<file path="config.mk">
export PLATFORM = sky130hd
export DESIGN_NAME = pdl_ptr_ctl_flat
export DESIGN_NICKNAME = d
export VERILOG_FILES = /design/src/rtl/pdl_ptr_ctl_if.sv /design/src/rtl/pdl_ptr_ctl.sv /design/src/flat_wrapper.sv
export SDC_FILE = /design/constraint.sdc
export NUM_CORES = 1
export LEC_CHECK = 0
export ABC_AREA = 0
export CAP_MARGIN = 25
export CORE_MARGIN = 4
export CORE_UTILIZATION = 40
export DETAILED_ROUTE_END_ITERATION = 8
export HOLD_SLACK_MARGIN = 0.12
export PLACE_DENSITY = 0.77
export SLEW_MARGIN = 20
export SYNTH_ARGS = -nofsm -noshare
export SYNTH_HDL_FRONTEND = slang
export SYNTH_SLANG_ARGS = --single-unit
export TNS_END_PERCENT = 100
</file>
<file path="constraint.sdc">
create_clock -name clk -period 1.8 [get_ports clk]
set_input_delay 0.27 -clock clk [delete_from_list [all_inputs] [get_ports clk]]
set_output_delay 0.27 -clock clk [all_outputs]
set_load 0.005 [all_outputs]
</file>
<file path="src/rtl/pdl_ptr_ctl_if.sv">
// Purpose: bundles the decode-stage strobes, OB bus and PDL address outputs
//          exchanged between the decode stage and pdl_ptr_ctl.
// Ports (signals):
//   decode -> ctl : state_write, nop, destpdlp, destpdlx, destpdltop, destpdl_p,
//                   destpdl_x, srcpdltop, srcpdlpop, ob[31:0]
//   ctl -> decode : pdlptr, pdlidx, pdlra, pdlwa, pdlwe, pdlbypass, pdlovf, pdlunf
// master = decode side, slave = pdl_ptr_ctl.
interface pdl_ptr_ctl_if #(
   parameter int unsigned PDL_AW = 10
);
   logic              state_write;
   logic              nop;
   logic              destpdlp;
   logic              destpdlx;
   logic              destpdltop;
   logic              destpdl_p;
   logic              destpdl_x;
   logic              srcpdltop;
   logic              srcpdlpop;
   logic [31:0]       ob;
   logic [PDL_AW-1:0] pdlptr;
   logic [PDL_AW-1:0] pdlidx;
   logic [PDL_AW-1:0] pdlra;
   logic [PDL_AW-1:0] pdlwa;
   logic              pdlwe;
   logic              pdlbypass;
   logic              pdlovf;
   logic              pdlunf;

   modport master (
      output state_write, nop, destpdlp, destpdlx, destpdltop, destpdl_p,
             destpdl_x, srcpdltop, srcpdlpop, ob,
      input  pdlptr, pdlidx, pdlra, pdlwa, pdlwe, pdlbypass, pdlovf, pdlunf
   );

   modport slave (
      input  state_write, nop, destpdlp, destpdlx, destpdltop, destpdl_p,
             destpdl_x, srcpdltop, srcpdlpop, ob,
      output pdlptr, pdlidx, pdlra, pdlwa, pdlwe, pdlbypass, pdlovf, pdlunf
   );
endinterface

</file>
<file path="src/rtl/pdl_ptr_ctl.sv">
// Purpose: PDL pointer/index registers plus PDL RAM read/write address and
//          write-strobe sequencing.
// Ports:
//   clk      : system clock, all state on rising edge
//   reset_n  : asynchronous active-low reset
//   bus      : pdl_ptr_ctl_if.slave (strobes/OB in; pdlptr, pdlidx, pdlra (comb),
//              pdlwa, pdlwe, pdlbypass (comb), pdlovf, pdlunf out)
// PDL_AW must match the interface instance's PDL_AW.
module pdl_ptr_ctl #(
   parameter int unsigned PDL_AW = 10
) (
   input  logic            clk,
   input  logic            reset_n,
   pdl_ptr_ctl_if.slave    bus
);

   typedef enum logic {IDLE, WRITE} state_t;

   state_t            state_q, state_d;
   logic [PDL_AW-1:0] ptr_q, ptr_d;
   logic [PDL_AW-1:0] idx_q, idx_d;
   logic [PDL_AW-1:0] wa_q, wa_d;
   logic              ovf_q, ovf_d;
   logic              unf_q, unf_d;

   logic              commit;
   logic              wr_req;
   logic [PDL_AW-1:0] ob_addr;
   logic [PDL_AW-1:0] ptr_inc;
   logic [PDL_AW-1:0] ptr_dec;
   logic              unused_ob;

   assign commit    = bus.state_write & ~bus.nop;
   assign wr_req    = bus.destpdltop | bus.destpdl_p | bus.destpdl_x;
   assign ob_addr   = bus.ob[PDL_AW-1:0];
   assign ptr_inc   = ptr_q + PDL_AW'(1);
   assign ptr_dec   = ptr_q - PDL_AW'(1);
   assign unused_ob = ^bus.ob[31:PDL_AW];

   // State and datapath registers
   always_ff @(posedge clk or negedge reset_n) begin
      if (!reset_n) begin
         state_q <= IDLE;
         ptr_q   <= '0;
         idx_q   <= '0;
         wa_q    <= '0;
         ovf_q   <= 1'b0;
         unf_q   <= 1'b0;
      end else begin
         state_q <= state_d;
         ptr_q   <= ptr_d;
         idx_q   <= idx_d;
         wa_q    <= wa_d;
         ovf_q   <= ovf_d;
         unf_q   <= unf_d;
      end
   end

   // Next-state: pointer/index/flag update and write-address capture on commit
   always_comb begin
      state_d = IDLE;
      ptr_d   = ptr_q;
      idx_d   = idx_q;
      wa_d    = wa_q;
      ovf_d   = ovf_q;
      unf_d   = unf_q;

      if (commit) begin
         // Explicit pointer load overrides any push/pop in the same instruction
         if (bus.destpdlp) begin
            ptr_d = ob_addr;
            ovf_d = 1'b0;
            unf_d = 1'b0;
         end else if (bus.destpdl_p && bus.srcpdlpop) begin
            ptr_d = ptr_q;
         end else if (bus.destpdl_p) begin
            ptr_d = ptr_inc;
            if (ptr_q == '1) ovf_d = 1'b1;
         end else if (bus.srcpdlpop) begin
            ptr_d = ptr_dec;
            if (ptr_q == '0) unf_d = 1'b1;
         end

         if (bus.destpdlx) idx_d = ob_addr;

         // Write address is taken from pre-commit register values
         if (wr_req) begin
            state_d = WRITE;
            if (bus.destpdl_x)      wa_d = idx_q;
            else if (bus.destpdl_p) wa_d = bus.srcpdlpop ? ptr_q : ptr_inc;
            else                    wa_d = ptr_q;
         end
      end
   end

   assign bus.pdlptr    = ptr_q;
   assign bus.pdlidx    = idx_q;
   assign bus.pdlwa     = wa_q;
   assign bus.pdlovf    = ovf_q;
   assign bus.pdlunf    = unf_q;
   assign bus.pdlwe     = (state_q == WRITE);
   assign bus.pdlra     = bus.srcpdltop ? idx_q : ptr_q;
   assign bus.pdlbypass = bus.pdlwe & (bus.pdlra == wa_q);

endmodule

</file>
<file path="src/flat_wrapper.sv">
// flat-port wrapper written by rule: the top's interface ports become plain ports
module pdl_ptr_ctl_flat 
#(
   parameter int unsigned PDL_AW = 10
)
  (clk, reset_n, bus_state_write, bus_nop, bus_destpdlp, bus_destpdlx, bus_destpdltop, bus_destpdl_p, bus_destpdl_x, bus_srcpdltop, bus_srcpdlpop, bus_ob, bus_pdlptr, bus_pdlidx, bus_pdlra, bus_pdlwa, bus_pdlwe, bus_pdlbypass, bus_pdlovf, bus_pdlunf);
  pdl_ptr_ctl_if #(.PDL_AW(PDL_AW)) bus_i ();
  input  logic clk;
  input  logic reset_n;
  input wire logic [$bits(bus_i.state_write)-1:0] bus_state_write;
  input wire logic [$bits(bus_i.nop)-1:0] bus_nop;
  input wire logic [$bits(bus_i.destpdlp)-1:0] bus_destpdlp;
  input wire logic [$bits(bus_i.destpdlx)-1:0] bus_destpdlx;
  input wire logic [$bits(bus_i.destpdltop)-1:0] bus_destpdltop;
  input wire logic [$bits(bus_i.destpdl_p)-1:0] bus_destpdl_p;
  input wire logic [$bits(bus_i.destpdl_x)-1:0] bus_destpdl_x;
  input wire logic [$bits(bus_i.srcpdltop)-1:0] bus_srcpdltop;
  input wire logic [$bits(bus_i.srcpdlpop)-1:0] bus_srcpdlpop;
  input wire logic [$bits(bus_i.ob)-1:0] bus_ob;
  output wire logic [$bits(bus_i.pdlptr)-1:0] bus_pdlptr;
  output wire logic [$bits(bus_i.pdlidx)-1:0] bus_pdlidx;
  output wire logic [$bits(bus_i.pdlra)-1:0] bus_pdlra;
  output wire logic [$bits(bus_i.pdlwa)-1:0] bus_pdlwa;
  output wire logic [$bits(bus_i.pdlwe)-1:0] bus_pdlwe;
  output wire logic [$bits(bus_i.pdlbypass)-1:0] bus_pdlbypass;
  output wire logic [$bits(bus_i.pdlovf)-1:0] bus_pdlovf;
  output wire logic [$bits(bus_i.pdlunf)-1:0] bus_pdlunf;
  assign bus_i.state_write = bus_state_write;
  assign bus_i.nop = bus_nop;
  assign bus_i.destpdlp = bus_destpdlp;
  assign bus_i.destpdlx = bus_destpdlx;
  assign bus_i.destpdltop = bus_destpdltop;
  assign bus_i.destpdl_p = bus_destpdl_p;
  assign bus_i.destpdl_x = bus_destpdl_x;
  assign bus_i.srcpdltop = bus_srcpdltop;
  assign bus_i.srcpdlpop = bus_srcpdlpop;
  assign bus_i.ob = bus_ob;
  assign bus_pdlptr = bus_i.pdlptr;
  assign bus_pdlidx = bus_i.pdlidx;
  assign bus_pdlra = bus_i.pdlra;
  assign bus_pdlwa = bus_i.pdlwa;
  assign bus_pdlwe = bus_i.pdlwe;
  assign bus_pdlbypass = bus_i.pdlbypass;
  assign bus_pdlovf = bus_i.pdlovf;
  assign bus_pdlunf = bus_i.pdlunf;
  pdl_ptr_ctl #(.PDL_AW(PDL_AW)) u_core (.clk(clk), .reset_n(reset_n), .bus(bus_i));
endmodule
</file>
==> impl_metrics.yaml, run 1 <==
status:
  status: "complete, but fails checks"
  violations: "setup timing"
power_and_ir_drop:
  power_density_nw_per_um2: 954.0
  worst_ir_drop_vdd_mv: 0.4108
  p_leak_nw: 1.584
finish:
  final_cell_area_um2: 3664
  finalNetCount: 408
  regArea_um2: 825.8
  layout-drive-gt1-share_pct: 36.46
  multi_input_area_um2: 1481
  diodes: 0
  area_growth_pct: 62.04
  fin_util_pct: 66.53
  nFillCells: 414
clock_network:
  cts.sinks: 33
  clk_pin_slew_worst_paths_ps: 70
  clk_latency_ps: 290
  root_buffer: "clkbuf_8"
  cts_max_level: 2
  numCtsBuffers: 5
  cts_max_path_buffers: 2
  hold_buffers: 0
  tritoncts: "yes"
yosys:
  synth-main-ff-cell: "dfrtp_1"
  synth_edf_count: 0
  synthArstFlopShare_pct: 100.0
  synthCells: 244
  netlist_area_um2: 2261
  synth_area_per_cell_um2: 9.266
  synth.distinct_cells: 47
  yosysWarnings: 0
  ys_ff_latch: 33
  ys_seq_area_share_pct: 36.52
  synth_nets: 289
routing:
  drt-total-wl_mm: 7.979
  viasPerCell: 5.654
  drt_iter0_markers: 210
  num_vias: 2454
  firstDrtPassIters: 5
  ant_nets: 0
  drt-wirelength-per-cell_um: 18.38
  drc: 0
sta:
  period_needed_ps: 1838
  min_period_over_period_pct: 102.1
  layout_setup_ws_ps: -38.09
  whs_ps: 401.0
  setup_tns_ps: -84.35
  setup_viol: 4
  slew_viol_final: 0
  tightest_slew_ps: 442.3
  clock.fmax_ghz: 0.5440
  hold_viol_final: 0
  rsz0062_at_grt: "true"
  fin_worst_skew_ps: 6.800
  relSlewSlack_pct: 70.51
worst_setup_path:
  required_ps: 1980
  critPathKind: "reg -> reg"
  arrival_ps: 2020
  cp_max_fo: 4
  cp-start-kind: "flip-flop"
  ff2ff_path_depth: 7
  r2r_slack_ps: -40
  end_kind: "flip-flop"
die:
  initial_core_util_pct: 41.06
  die_h_um: 83.18
  coreArea_um2: 5507
  ios: 87
  die_w_um: 83.18
  rows: 27
  die-area_um2: 6919
global_route:
  grt_antenna_before_repair: 0
  grt_pass1_vias: 2361
  grt_max_degree: 34
  grt.total_usage_pct: 21.49
  grt_pass1_wl_mm: 12.02
  gr-total-overflow: 0
worst_hold_path:
  hold_path_class: "in -> async"
placed_design:
  postPlaceCellArea_um2: 3396
  io_buffers: 64
  hpwl_mm: 5.807
  pre_cts_ws_ps: -772.0
  globalplace.congestion: 0.8733
flow_run:
  drv_cap: 0
## synthesized netlist by cell type (4+ instances only)
master / count / area (um^2)
nand4_1: 5 / 31.28
a21oi_1: 16 / 80.08
mux2_2: 21 / 236.5
o31ai_1: 6 / 45.04
o21a_1: 4 / 30.03
clkbuf_1: 12 / 45.04
nor2_1: 9 / 33.78
and3_1: 4 / 25.02
o21ai_0: 16 / 80.08
a31oi_1: 4 / 25.02
inv_1: 5 / 18.77
nand2_1: 14 / 52.55
dfrtp_1: 33 / 825.8
xnor2_1: 17 / 148.9
buf_2: 6 / 30.03
mux2i_1: 5 / 50.05
nand2b_1: 8 / 50.05
nand3_1: 5 / 25.02
nor3_1: 9 / 45.04
## power breakdown
| part | internal (W) | leakage (nW) | total (W) | switching [W] |
|---|---|---|---|---|
| combinational | 0.00110 | 1.15 | 0.00191 | 0.000813 |
| sequential | 0.000898 | 0.399 | 0.00106 | 0.000162 |
| clock | 0.000254 | 0.0399 | 0.000526 | 0.000272 |
| total | 0.00225 | 1.58 | 0.00349 | 0.00125 |
## final timing paths
path | startpoint | end
hold / removal | reset_n | u_core.bus.pdlwa[5]
hold reg to reg | u_core.bus.pdlwa[2] | u_core.bus.pdlwa[2]
setup / recovery | u_core.bus.pdlptr[1] | u_core.bus.pdlptr[6]
min in group clk | u_core.bus.pdlwa[2] | u_core.bus.pdlwa[2]
max in group asynchronous | reset_n | u_core.bus.pdlwa[0]
setup reg to reg | u_core.bus.pdlptr[1] | u_core.bus.pdlptr[6]
## timing repair
item / CTS / global route
setup buffers: 1 / 3
setup endpoints to repair: 13 / 14
pin swaps: 6 / 6
gates cloned: 0 / 1
gates resized for setup: 23 / 31
## through the flow
step / instances / power (W)
after floorplan: 244 / 0.001785
after global placement: 423 / 0.002723
after detailed placement: 423 / 0.002776
after CTS: 430 / 0.003330
after global routing: 434 / 0.003693
final: 434 / 0.003495
## sequential cells by signal, indices dropped and copies added, names as in the netlist
name and flops:
u_core.bus.pdlidx 10, u_core.bus.pdlptr 10, u_core.bus.pdlwa 10, u_core.bus.pdlovf 1, u_core.bus.pdlunf 1, u_core.bus.pdlwe 1
## cells by family (layout without fill, tap and decap cells)
family                     Yosys count  in the layout  synth area share, %
and+or+nand+nor                     72             72                17.76
AOI/OAI and AO/OA                   68             68                19.92
DFF                                 33             33                36.52
muxes                               26             26                12.67
buffers and inverters               24            142                4.649
xor gates and xnor gates            19             19                7.360
adders and majority gates            2              2                1.107
## layout by cell type (no fill, tap or decap), drive strengths merged, types with 2 or more instances in the layout
master,n
o21a,4
a31oi,4
nand3,5
dlygate4sd2,3
clkbuf,7
o2bb2ai,3
nand2b,8
and3,5
a221o,2
o211ai,2
nand3b,3
nor3,9
o21ai,18
nor2b,2
o31a,3
nor4,3
dlymetal6s2s,2
mux2,21
nor2,9
clkdlybuf4s50,51
nand2,14
nand4,6
buf,73
or3b,2
xor2,2
ha,2
inv,5
o31ai,6
a21oi,17
o41ai,3
a211oi,2
xnor2,17
mux2i,5
dfrtp,33
## cell type report
class / count / area share, %
multi-input combinational: 187 / 40.44
sequential: 33 / 22.54
timing repair buffer: 131 / 32.04
tap: 72 / 2.459
clock inverter: 1 / 0.1366
inverter: 5 / 0.5123
clock buffer: 5 / 1.878
## critical path, cell delays in order (launching register included)
cell	delay (ps)
dfrtp_1	390
buf_6	130
buf_6	100
ha_2	190
nand4_1	240
o2bb2ai_1	320
a31oi_1	160
o22a_1	200
## layer usage
layer / vias to the layer above / GRT usage, % / wire length, um
li1: 1133 / - / -
met1: 1200 / 27.67 / 3290
met2: 104 / 36.01 / 4043
met3: 17 / 5.357 / 469
met4: 0 / 5.498 / 176
met5: - / 0 / 0
Note: power is estimated with default switching activity, not from simulation.
==> run 2, diff against run 1 <==
Settings changed: ABC_CLOCK_PERIOD_IN_PS set to 1800.
==> results of run 2 <==
Same layout as run 1: the final DEF is identical, and so are final timing and power.
